### src/rtl/regfile_dump.sv
// Debug readout engine: halts the pipeline, reads every register through a spare
// read port and streams them out over valid/ready. Optional checksum beat: REGFILE_DUMP_CSUM_EN.
module regfile_dump #(
  parameter int NREGS = 32,
  parameter int XLEN  = 64
) (
  input  logic            clk,
  input  logic            rst_n,
  input  logic            start,
  output logic            halt_req,
  input  logic            halt_ack,
  output logic [4:0]      ra,
  input  logic [XLEN-1:0] rd,
  output logic            out_valid,
  input  logic            out_ready,
  output logic [XLEN-1:0] out_data,
  output logic [4:0]      out_idx,
  output logic            out_last,
  output logic            busy,
  output logic            abort
);

  typedef enum logic [2:0] {
    S_IDLE,
    S_HALT,
    S_READ,
    S_SEND,
    S_DONE
  } state_t;

  localparam logic [4:0] LAST_IDX = 5'(NREGS - 1);
  localparam logic [4:0] CSUM_IDX = 5'd31;

  state_t          r_state;
  state_t          w_next;
  logic [4:0]      r_idx;
  logic [XLEN-1:0] r_data;
  logic [4:0]      r_out_idx;
  logic            r_last;
  logic            r_abort;

  logic            w_lost_ack;
  logic            w_xfer;
  logic            w_capture;
  logic            w_is_last_reg;
  logic            w_to_csum;
  logic            w_last_on_read;
  logic [XLEN-1:0] w_csum;

  // Losing the halt acknowledge while touching the register file voids the dump.
  assign w_lost_ack    = ((r_state == S_READ) || (r_state == S_SEND)) && !halt_ack;
  assign w_xfer        = (r_state == S_SEND) && halt_ack && out_ready;
  assign w_capture     = (r_state == S_READ) && halt_ack;
  assign w_is_last_reg = (r_idx == LAST_IDX);

`ifdef REGFILE_DUMP_CSUM_EN
  logic [XLEN-1:0] r_csum;

  always_ff @(posedge clk or negedge rst_n) begin
    if (!rst_n) begin
      r_csum <= '0;
    end else if (r_state == S_IDLE) begin
      r_csum <= '0;
    end else if (w_capture) begin
      r_csum <= r_csum ^ rd;
    end
  end

  // Last register beat is never final: the checksum beat follows straight from SEND.
  assign w_csum         = r_csum;
  assign w_to_csum      = w_xfer && !r_last && w_is_last_reg;
  assign w_last_on_read = 1'b0;
`else
  assign w_csum         = '0;
  assign w_to_csum      = 1'b0;
  assign w_last_on_read = w_is_last_reg;
`endif

  always_ff @(posedge clk or negedge rst_n) begin
    if (!rst_n) begin
      r_state <= S_IDLE;
    end else begin
      r_state <= w_next;
    end
  end

  always_comb begin
    w_next = r_state;
    unique case (r_state)
      S_IDLE: if (start) w_next = S_HALT;
      S_HALT: if (halt_ack) w_next = S_READ;
      S_READ: w_next = halt_ack ? S_SEND : S_IDLE;
      S_SEND: begin
        if (!halt_ack) begin
          w_next = S_IDLE;
        end else if (out_ready) begin
          if (r_last) begin
            w_next = S_DONE;
          end else if (w_to_csum) begin
            w_next = S_SEND;
          end else begin
            w_next = S_READ;
          end
        end
      end
      S_DONE:  w_next = S_IDLE;
      default: w_next = S_IDLE;
    endcase
  end

  always_ff @(posedge clk or negedge rst_n) begin
    if (!rst_n) begin
      r_idx     <= '0;
      r_data    <= '0;
      r_out_idx <= '0;
      r_last    <= 1'b0;
      r_abort   <= 1'b0;
    end else begin
      r_abort <= w_lost_ack;

      if ((r_state == S_IDLE) && start) begin
        r_idx <= '0;
      end else if (w_xfer && !r_last && !w_to_csum) begin
        r_idx <= r_idx + 5'd1;
      end

      if (w_capture) begin
        r_data    <= rd;
        r_out_idx <= r_idx;
        r_last    <= w_last_on_read;
      end else if (w_to_csum) begin
        r_data    <= w_csum;
        r_out_idx <= CSUM_IDX;
        r_last    <= 1'b1;
      end
    end
  end

  assign ra        = (r_state == S_READ) ? r_idx : 5'd0;
  assign busy      = (r_state != S_IDLE);
  assign halt_req  = (r_state != S_IDLE);
  // Gating with halt_ack keeps a beat from slipping out on the abort cycle.
  assign out_valid = (r_state == S_SEND) && halt_ack;
  assign out_data  = r_data;
  assign out_idx   = r_out_idx;
  assign out_last  = r_last;
  assign abort     = r_abort;

endmodule

### config.mk
export PLATFORM = sky130hd
export DESIGN_NAME = regfile_dump
export DESIGN_NICKNAME = d
export VERILOG_FILES = /design/src/rtl/regfile_dump.sv
export SDC_FILE = /design/constraint.sdc
export NUM_CORES = 1
export LEC_CHECK = 0
export ABC_CLOCK_PERIOD_IN_PS = 1600
export CAP_MARGIN = 15
export CELL_PAD_IN_SITES_DETAIL_PLACEMENT = 1
export CELL_PAD_IN_SITES_GLOBAL_PLACEMENT = 1
export CORE_UTILIZATION = 32
export CTS_CLUSTER_SIZE = 8
export DETAILED_ROUTE_END_ITERATION = 8
export PLACE_DENSITY = 0.85
export SYNTH_ARGS = -nofsm -noshare
export SYNTH_HDL_FRONTEND = slang
export SYNTH_SLANG_ARGS = --single-unit
### constraint.sdc
create_clock -name clk -period 1.6 [get_ports clk]
set_input_delay 0.24 -clock clk [delete_from_list [all_inputs] [get_ports clk]]
set_output_delay 0.24 -clock clk [all_outputs]
set_load 0.02 [all_outputs]
==> key figures <==
Synth
  – Synth Flop Type: dfrtp_1
  – Post-Syn Instances: 212
  – Async SR Flop Fraction: 100%
  – Register area share after synthesis: 61.4%
  – Synth Register Bits: 79
  – Syn avg cell area: 15.2 um^2
  – Unique masters post-synth: 30
  – Area of the mapped netlist: 3220 um^2
  – Yosys warnings: 0
  – Syn_nets: 283
  – EDFF count, synth: 0

Detailed routing
  – Residual DRC count: 0
  – Vias per cell: 4.66
  – Initial DRC count: 22
  – DR vias: 2,505
  – Post-Route WL: 11,100 um
  – WL/cell: 20.6 um
  – ANT nets after route: 0
  – First drt pass iteration count: 4

Floorplan
  – Core ar.: 9770 um^2
  – Starting Density: 33.0%
  – DIE HEIGHT: 102 um
  – Site Rows: 36
  – Io pins: 148
  – Total Die Area: 10,500 um^2
  – Die width: 102 um

STA
  – Minimum clock period: 1.73 ns
  – Final worst path period share: 108%
  – Final Setup Violations: 83
  – Pins Over Slew Limit: 0
  – Setup repair after global routing missed its margin: true
  – Final setup margin: -0.131 ns
  – Final clock skew: 0.00843 ns
  – Final Hold Fails: 0
  – Actual slew at the worst max-slew pin: 0.464 ns
  – Max_slew headroom: 69.0%
  – FMAX: 578 MHz

Clocking
  – Clk_lat worst skew: 0.35 ns
  – CTS Buffer Depth: 2
  – Sinks on Clock Net: 79
  – TritonCTS clock tree: built
  – Num CTS Buffers: 9
  – Root Driver: clkbuf_8
  – Worst-path clk slew: 0.09 ns
  – H-tree depth: 3

Setup path
  – Critical-path top delay cell: dfrtp_1
  – CP cell instances: buf_6, and4bb_4, buf_8, clkbuf_16, mux2_4
  – Arrival time worst endpoint: 1.96 ns
  – Worst setup SP type: flip-flop
  – Worst path max stage delay: 0.43 ns
  – Crit Path Class: reg -> reg
  – Critical path peak fanout: 5
  – WP data required: 1.83 ns
  – Critical path capture point type: flip-flop

Pwr
  – Pleak: 2.86 nW
  – Sw Ratio: 34.9%
  – Clock Power Share: 14.1%
  – P per Cell Area: 1900 nW/um^2
  – Design Power: 11.2 mW
  – P_int: 7.28 mW
  – Sequential power share: 30.9%
  – Maximum vdd ir drop: 0.956 mV
  – Logic pwr share: 55.0%
  – P_sw: 3.91 mW

Status
  – Failing checks: setup timing
  – Run status: finished with violations

Global route
  – Vias in the first global route: 2,688
  – First-pass GRT wire length: 14,900 um
  – Antenna violations before repair: 0
  – Global route overflow: 0
  – Global Route Usage Sum: 19.3%
  – Largest net degree at the start of global routing: 34

Cells and area
  – Fin nets: 471
  – Fin area: 5880 um^2
  – Post-Layout Cell Count: 538
  – Antenna cells: 0
  – Layout cells sized above 1: 36.3%
  – Filler cells: 932
  – Layout area overhead: 82.5%

Placed design
  – # placed instances: 496
  – PortBufs: 147
  – Dpl hpwl: 6480 um
  – Placed cell areas: 4900 um^2
  – GP Congestion: 0.831

Worst hold path
  – Hold crit path type: in -> async

Job
  – Max-Cap Viols: 0
==> registers in the layout, indices dropped and copies added (netlist names) <==
| name | flops |
|---|---|
| abort | 1 |
| out_data | 64 |
| out_idx | 5 |
| out_last | 1 |
| r_idx | 5 |
| r_state | 3 |
==> worst paths after layout <==
check	start	end	slack, ns	cells past startpoint
hold reg to reg	out_data[0]	out_data[0]	0.49	1
max in group asynchronous	rst_n	out_data[33]	0.64	3
setup / recovery	r_state[2]	out_data[35]	-0.13	5
hold / removal	rst_n	out_data[27]	0.38	2
min in group clk	out_data[0]	out_data[0]	0.49	1
setup reg to reg	r_state[2]	out_data[35]	-0.13	5
==> layout make-up <==
cell class	instances	area, um^2	share of cell area, %
Sequential cell	79	1980	33.6
Tap cell	133	166	2.83
Clock buffer	13	169	2.87
Timing Repair Buffer	189	2110	35.9
Inverter	4	15.0	0.255
Multi-Input combinational cell	117	1400	23.8
Clock inverter	3	40.0	0.681
==> stage by stage <==
stage               setup slack [ns]  TNS [ns]  hold WS (ns)  util (%)
finish                        -0.131     -8.10         0.379      60.2
global route                  -0.175    -11.66         0.414      60.2
CTS                          -0.0973     -3.48         0.389      55.9
detailed placement            -0.267    -18.48         0.225      50.1
global placement              -0.247    -16.44         0.221      50.1
floorplan                      0.102         0       -0.0556         -
==> cells in the final DEF (no fill, tap or decap), types with 2 or more instances in the layout <==
cell type	Yosys	final
clkdlybuf4s50_1	0	107
dfrtp_1	79	78
mux2_4	0	62
dlymetal6s2s_1	0	24
buf_4	3	19
buf_6	8	15
clkbuf_8	0	12
mux2_1	70	8
dlygate4sd2_1	0	7
a21oi_1	6	6
and2_4	0	5
buf_12	0	5
nand3_1	4	4
o21ai_0	5	4
buf_16	0	4
clkbuf_16	0	4
nand2_1	3	3
inv_1	4	3
buf_8	0	3
nor2_4	0	2
nor2_1	3	2
ha_1	2	2
clkinv_2	0	2
==> power by group through the flow <==
stage	Clock, mW	Sequential, mW	Combinational, mW
2_1_floorplan	0	4.39	1.27
3_3_place_gp	0	3.32	4.54
3_5_place_dp	0	3.42	4.68
4_1_cts	1.60	3.41	5.38
5_1_grt	1.69	3.56	6.46
6_report	1.57	3.45	6.16
==> layer usage <==
layer	share of wire [%]	vias up	GRT usage, %	wire length [um]
met5	0	-	0	0
met4	1.7	0	8.46	194
met3	5.5	14	4.10	616
met2	54	81	34.6	6000
met1	39	1281	22.2	4290
li1	-	1129	-	-
==> cell usage after synthesis, types with 2 or more instances <==
cell	number	share of area, %
a21oi_1	6	0.93
and2_1	5	0.97
buf_4	3	0.70
buf_6	8	2.8
dfrtp_1	79	61
ha_1	2	0.78
inv_1	4	0.47
mux2_1	70	24
nand2_1	3	0.35
nand2b_1	2	0.39
nand3_1	4	0.62
nor2_1	3	0.35
o21ai_0	5	0.78
o31ai_1	2	0.47
==> critical path: cells and delay by family (launching register included) <==
family                 cells  cell delay, ns
DFF                        1            0.43
muxes                      1            0.30
buffers and inverters      3            0.46
and+or+nand+nor            1            0.43
==> repair_timing <==
action	4_1_cts	5_1_grt
hold endpoints to repair	30	0
pin swaps	3	7
hold buffers	1	0
setup buffers	10	6
cloned	4	5
setup endpoints to repair	85	104
gates resized for setup	99	74
==> kinds of logic (layout without fill, tap and decap cells) <==
kind of cell    after synthesis  in the layout  share of synthesized area (%)
buf+inv                      16            209                           4.12
flops                        79             79                           61.4
fa+ha+maj                     2              2                          0.777
simple gates                 27             27                           5.67
mux                          71             71                           24.8
compound gates               17             17                           3.26
No activity file was read; power rests on OpenSTA's default activity.
